===== config.mk =====
export PLATFORM = sky130hd
export DESIGN_NAME = ps2_rx
export DESIGN_NICKNAME = d
export VERILOG_FILES = /design/src/rtl/ps2_rx_pkg.sv /design/src/rtl/ps2_fifo.sv /design/src/rtl/ps2_rx.sv
export SDC_FILE = /design/constraint.sdc
export NUM_CORES = 1
export LEC_CHECK = 0
export CORE_UTILIZATION = 45
export DETAILED_ROUTE_END_ITERATION = 12
export GPL_TIMING_DRIVEN = 0
export HOLD_SLACK_MARGIN = 0.1
export PLACE_DENSITY = 0.65
export SYNTH_ARGS = -nofsm -noshare
export SYNTH_HDL_FRONTEND = slang
export SYNTH_SLANG_ARGS = --single-unit

===== constraint.sdc =====
create_clock -name clk -period 4.4 [get_ports clk]
set_input_delay 0.66 -clock clk [delete_from_list [all_inputs] [get_ports clk]]
set_output_delay 0.66 -clock clk [all_outputs]
set_load 0.03 [all_outputs]

===== src/rtl/ps2_rx_pkg.sv =====
// Shared PS/2 receiver definitions: frame layout, read-word fields, FSM states
// and the CPU-visible register address.
package ps2_rx_pkg;

    localparam int          PS2_FRAME_LEN = 11;
    localparam int          PS2_BIT_VALID = 15;
    localparam int          PS2_BIT_OVF   = 14;
    localparam int          PS2_BYTE_MSB  = 7;
    localparam int          PS2_BYTE_LSB  = 0;
    localparam logic [15:0] PS2_REG       = 16'hF000;

    typedef enum logic [1:0] {
        ST_IDLE   = 2'd0,
        ST_DATA   = 2'd1,
        ST_PARITY = 2'd2,
        ST_STOP   = 2'd3
    } ps2_state_e;

    // Odd parity holds when data plus parity bit carry an odd number of ones.
    function automatic logic odd_ones(input logic [8:0] v);
        return ^v;
    endfunction

endpackage


===== src/rtl/ps2_fifo.sv =====
// Synchronous DEPTH x 8 FIFO for received scan codes; pushes into a full
// FIFO and pops from an empty FIFO are ignored.
module ps2_fifo #(
    parameter int DEPTH = 16
) (
    input  logic       clk,
    input  logic       rst,
    input  logic       i_push,
    input  logic [7:0] i_din,
    input  logic       i_pop,
    output logic       o_full,
    output logic       o_empty,
    output logic [7:0] o_head
);
    localparam int AW = $clog2(DEPTH);

    logic [7:0]  r_mem [DEPTH];
    logic [AW:0] r_wptr, r_rptr;
    logic        w_push_ok, w_pop_ok;

    // Extra pointer MSB distinguishes full from empty when indices match.
    assign o_empty   = (r_wptr == r_rptr);
    assign o_full    = (r_wptr[AW] != r_rptr[AW]) && (r_wptr[AW-1:0] == r_rptr[AW-1:0]);
    assign w_push_ok = i_push && !o_full;
    assign w_pop_ok  = i_pop && !o_empty;
    assign o_head    = r_mem[r_rptr[AW-1:0]];

    always_ff @(posedge clk or posedge rst) begin
        if (rst) begin
            r_wptr <= '0;
            r_rptr <= '0;
        end else begin
            if (w_push_ok) r_wptr <= r_wptr + 1'b1;
            if (w_pop_ok)  r_rptr <= r_rptr + 1'b1;
        end
    end

    always_ff @(posedge clk) begin
        if (w_push_ok) r_mem[r_wptr[AW-1:0]] <= i_din;
    end

endmodule


===== src/rtl/ps2_rx.sv =====
// PS/2 device-to-host receiver: synchronizes and filters the pins, deframes
// 11-bit frames, queues good bytes and exposes the queue head as a read word.
module ps2_rx
    import ps2_rx_pkg::*;
#(
    parameter int DEPTH      = 16,
    parameter int FILTER_LEN = 8,
    parameter int TIMEOUT    = 25000
) (
    input  logic        clk,
    input  logic        rst,
    input  logic        ps2_clk,
    input  logic        ps2_data,
    input  logic        ren,
    output logic [15:0] data_out,
    output logic        parity_err
);
    localparam int          FW   = $clog2(FILTER_LEN + 1);
    localparam int          TW   = $clog2(TIMEOUT + 1);
    localparam logic [FW-1:0] FMAX = FW'(FILTER_LEN - 1);
    localparam logic [TW-1:0] TMAX = TW'(TIMEOUT - 1);

    logic [1:0]    r_clk_s, r_dat_s;
    logic          r_filt, r_filt_d;
    logic [FW-1:0] r_fcnt;
    logic          w_dat, w_fall;

    ps2_state_e    r_state, w_state_n;
    logic [2:0]    r_bcnt, w_bcnt_n;
    logic [7:0]    r_shift, w_shift_n;
    logic          r_par, w_par_n;
    logic [TW-1:0] r_tcnt, w_tcnt_n;
    logic          r_push, w_push_n;
    logic          r_perr, w_perr_n;
    logic          r_ovf;

    logic          w_full, w_empty, w_pop;
    logic [7:0]    w_head;
    logic [15:0]   w_word;

    always_ff @(posedge clk or posedge rst) begin
        if (rst) begin
            r_clk_s <= 2'b11;
            r_dat_s <= 2'b11;
        end else begin
            r_clk_s <= {r_clk_s[0], ps2_clk};
            r_dat_s <= {r_dat_s[0], ps2_data};
        end
    end

    // Level flips only after FILTER_LEN consecutive samples disagree with it.
    always_ff @(posedge clk or posedge rst) begin
        if (rst) begin
            r_filt   <= 1'b1;
            r_filt_d <= 1'b1;
            r_fcnt   <= '0;
        end else begin
            r_filt_d <= r_filt;
            if (r_clk_s[1] == r_filt) begin
                r_fcnt <= '0;
            end else if (r_fcnt == FMAX) begin
                r_filt <= r_clk_s[1];
                r_fcnt <= '0;
            end else begin
                r_fcnt <= r_fcnt + 1'b1;
            end
        end
    end

    assign w_fall = r_filt_d && !r_filt;
    assign w_dat  = r_dat_s[1];

    always_comb begin
        w_state_n = r_state;
        w_bcnt_n  = r_bcnt;
        w_shift_n = r_shift;
        w_par_n   = r_par;
        w_tcnt_n  = '0;
        w_push_n  = 1'b0;
        w_perr_n  = 1'b0;
        case (r_state)
            ST_IDLE: begin
                if (w_fall && !w_dat) begin
                    w_state_n = ST_DATA;
                    w_bcnt_n  = '0;
                end
            end
            ST_DATA: begin
                if (w_fall) begin
                    w_shift_n = {w_dat, r_shift[7:1]};
                    w_bcnt_n  = r_bcnt + 1'b1;
                    if (r_bcnt == 3'd7) w_state_n = ST_PARITY;
                end
            end
            ST_PARITY: begin
                if (w_fall) begin
                    w_par_n   = w_dat;
                    w_state_n = ST_STOP;
                end
            end
            ST_STOP: begin
                if (w_fall) begin
                    w_state_n = ST_IDLE;
                    if (w_dat && odd_ones({r_shift, r_par})) w_push_n = 1'b1;
                    else                                      w_perr_n = 1'b1;
                end
            end
            default: w_state_n = ST_IDLE;
        endcase
        if (r_state != ST_IDLE && !w_fall) begin
            if (r_tcnt == TMAX) begin
                w_state_n = ST_IDLE;
                w_tcnt_n  = '0;
            end else begin
                w_tcnt_n = r_tcnt + 1'b1;
            end
        end
    end

    always_ff @(posedge clk or posedge rst) begin
        if (rst) begin
            r_state <= ST_IDLE;
            r_bcnt  <= '0;
            r_shift <= '0;
            r_par   <= 1'b0;
            r_tcnt  <= '0;
            r_push  <= 1'b0;
            r_perr  <= 1'b0;
        end else begin
            r_state <= w_state_n;
            r_bcnt  <= w_bcnt_n;
            r_shift <= w_shift_n;
            r_par   <= w_par_n;
            r_tcnt  <= w_tcnt_n;
            r_push  <= w_push_n;
            r_perr  <= w_perr_n;
        end
    end

    // r_shift is still the completed byte while r_push is high: the next
    // frame cannot shift until many cycles later.
    assign w_pop = ren && !w_empty;

    ps2_fifo #(.DEPTH(DEPTH)) u_fifo (
        .clk     (clk),
        .rst     (rst),
        .i_push  (r_push),
        .i_din   (r_shift),
        .i_pop   (w_pop),
        .o_full  (w_full),
        .o_empty (w_empty),
        .o_head  (w_head)
    );

    always_comb begin
        w_word                             = '0;
        w_word[PS2_BIT_VALID]              = !w_empty;
        w_word[PS2_BIT_OVF]                = r_ovf;
        if (!w_empty) w_word[PS2_BYTE_MSB:PS2_BYTE_LSB] = w_head;
    end

    // A drop on the same cycle as a read stays flagged for the next read.
    always_ff @(posedge clk or posedge rst) begin
        if (rst) begin
            r_ovf    <= 1'b0;
            data_out <= '0;
        end else begin
            if (r_push && w_full) r_ovf <= 1'b1;
            else if (ren)         r_ovf <= 1'b0;
            if (ren) data_out <= w_word;
        end
    end

    assign parity_err = r_perr;

endmodule


==> impl_metrics.json <==
{
  "die_x_um": 133,
  "clock_path_buffers": 2,
  "path_clk_slew_ns": 0.07,
  "synth.most_common_cell": "edfxtp_1",
  "leakage_nw": 3.14,
  "ys.flop_type": "edfxtp_1",
  "route.detailed.drc": 0,
  "ios": 22,
  "rsz0062_at_grt": "false",
  "netlist_top_cells_count": "edfxtp_1, dfrtp_1, mux4_2, nor2_1, xnor2_1",
  "ys_warn_count": 0,
  "cts_htree_levels": 4,
  "path_max_fanout": 9,
  "worst_ep_arrival_time_ns": 2.64,
  "synth-edff-count": 128,
  "syn_area_per_cell_um2": 16.6,
  "async_flop_share": 0.326,
  "cts_root_buf": "clkbuf_16",
  "slew_headroom": 0.218,
  "placementRows": 47,
  "grt_usage": 0.177,
  "outcome": "finished clean",
  "synth_top_area_frac": 0.494,
  "drt_first_pass_iters": 4,
  "min_path_type": "flip-flop to flip-flop",
  "grt_pass1_wl_mm": 23.1,
  "start_kind": "flip-flop",
  "setup_viol": 0,
  "fin_nets": 522,
  "grt.met2_usage": 0.289,
  "dieArea_um2": 17800,
  "setup.worst_path.class": "flip-flop to flip-flop",
  "synth_seq_area_share": 0.695,
  "critPathMaxStageDelay_ns": 0.95,
  "hold_buffers": 0,
  "period_needed_ns": 2.61,
  "finalMaxSlewViolations": 0,
  "grt_most_used_layer": "met2",
  "coreArea_um2": 16700,
  "ys_ff_latch": 190,
  "path_cells": "buf_2, xnor2_1, nand4_1, o211ai_1, nor3_1",
  "worstPathRequired_ns": 4.43,
  "worst-path-buf-inv": 1,
  "antenna_found_initial": 0,
  "synthesis.area_um2": 7780,
  "die_y_um": 133,
  "postCtsSetupBuffers": 0,
  "io_buffers": 15,
  "grt.met3_usage": 0.0377,
  "dpl.hpwl_mm": 9.45,
  "overflow": 0,
  "clock_skew_ns": 0.0112,
  "netlist_top_cells_area": "edfxtp_1, dfrtp_1, mux4_2, xnor2_1, dfstp_2",
  "gp_congestion": 0.820,
  "synth_cells": 468,
  "clock_latency_ns": 0.42,
  "vdd_ir_drop_max_mv": 0.264,
  "tightest_slew_ns": 1.16,
  "num_antenna_cells": 0,
  "cts_tree": "built",
  "grt_pass1_vias": 4076,
  "grt_max_degree": 39,
  "setup_slack_ns": 1.79,
  "finalHoldViolations": 0,
  "post_drt_wl_per_cell_um": 19.4,
  "drive_above_1_share": 0.198,
  "fmax_mhz": 383,
  "ctsResizeCount": 0,
  "use_met1": 0.235,
  "synth_area_leader_cell": "edfxtp_1",
  "initial_core_util": 0.466,
  "drt_iter0_markers": 343,
  "area_delta_synth_final_pct": 12.7,
  "drv_cap": 0,
  "crit_path_end_kind": "flip-flop",
  "synth_cell_types": 44,
  "via_per_inst": 5.35,
  "drt_wl_total_mm": 14.3,
  "dp_slack_ns": 1.76,
  "period_share": 0.593,
  "crit_family": "simple AND/OR/NAND/NOR gates",
  "finalSetupTns_ns": 0,
  "clock-sinks": 190,
  "vias": 3965,
  "power.density_nw_per_um2": 410,
  "antenna_left": 0,
  "slowest_stage": "nor3_1",
  "cts_made_buffers": 17
}
-- final timing paths --
kind,from,endpoint,slack (ns),depth (start not counted)
min in group asynchronous,rst,data_out[14],0.61,2
min reg2reg,r_dat_s[0],r_dat_s[1],0.36,0
max,u_fifo.r_rptr[1],u_fifo.r_mem[3][5],1.79,5
min,r_dat_s[0],r_dat_s[1],0.36,0
max in group asynchronous,rst,r_dat_s[1],3.15,3
max reg2reg,u_fifo.r_rptr[1],u_fifo.r_mem[3][5],1.79,5
-- power by group --
group          total (W)  switching (W)  internal, W
sequential       0.00205      0.0000728      0.00198
clock            0.00136       0.000640     0.000716
combinational   0.000184       0.000102    0.0000825
total            0.00359       0.000814      0.00278
-- kinds of logic after synthesis --
kind of cell | after synthesis | synth area share
simple gates | 95 | 0.0650
fa+ha+maj | 9 | 0.0145
mux | 47 | 0.114
xor+xnor | 31 | 0.0384
other cells | 1 | 0.000482
compound gates | 50 | 0.0457
flops | 190 | 0.695
buf+inv | 45 | 0.0270
-- placed cells by master (no fill, tap or decap), types with 15 or more instances in the layout --
master / netlist / layout
mux4_2: 32 / 32
clkdlybuf4s50_1: 0 / 15
edfxtp_1: 128 / 128
a22o_1: 18 / 18
clkbuf_16: 0 / 17
xnor2_1: 24 / 24
inv_1: 20 / 19
nor2_1: 30 / 30
dfrtp_1: 56 / 56
-- state kept, by name, summed over array words and instances (netlist names) --
name and cells:
r_tcnt 15, u_fifo.r_wptr 5, r_state 2, r_fcnt 4, r_push 1, r_shift 8, parity_err 1, r_dat_s 2
data_out 10, r_ovf 1, u_fifo.r_rptr 5, u_fifo.r_mem 128, r_par 1, r_filt 1, r_bcnt 3, r_clk_s 2
r_filt_d 1
-- stage by stage --
step / hold slack (ns) / instances / util / total power [W] / area [um^2]
floorplan: 0.345 / 473 / - / 0.00221 / 7800
global placement: 0.348 / 708 / 0.492 / 0.00225 / 8220
detailed placement: 0.347 / 709 / 0.493 / 0.00228 / 8240
CTS: 0.358 / 741 / 0.525 / 0.00363 / 8760
global route: 0.363 / 741 / 0.525 / 0.00374 / 8760
finish: 0.357 / 741 / 0.525 / 0.00359 / 8760
-- layout make-up --
class	count	area [um^2]
well taps	220	275
inverters	20	75.1
flip-flops and latches	190	5400
clock buffers	17	425
repair buffers	16	170
clock inverters	15	97.6
multi-input cells	238	2180
plain buffers	25	135
fillers	1342	7940
-- per-layer routing --
layer / wire length, um / up-vias / part of all wire
met1: 6250 / 2041 / 0.44
li1: - / 1848 / -
met2: 7430 / 65 / 0.52
met3: 477 / 11 / 0.033
met4: 182 / 0 / 0.013
met5: 0 / - / 0
(Power assumes the default switching activity.)
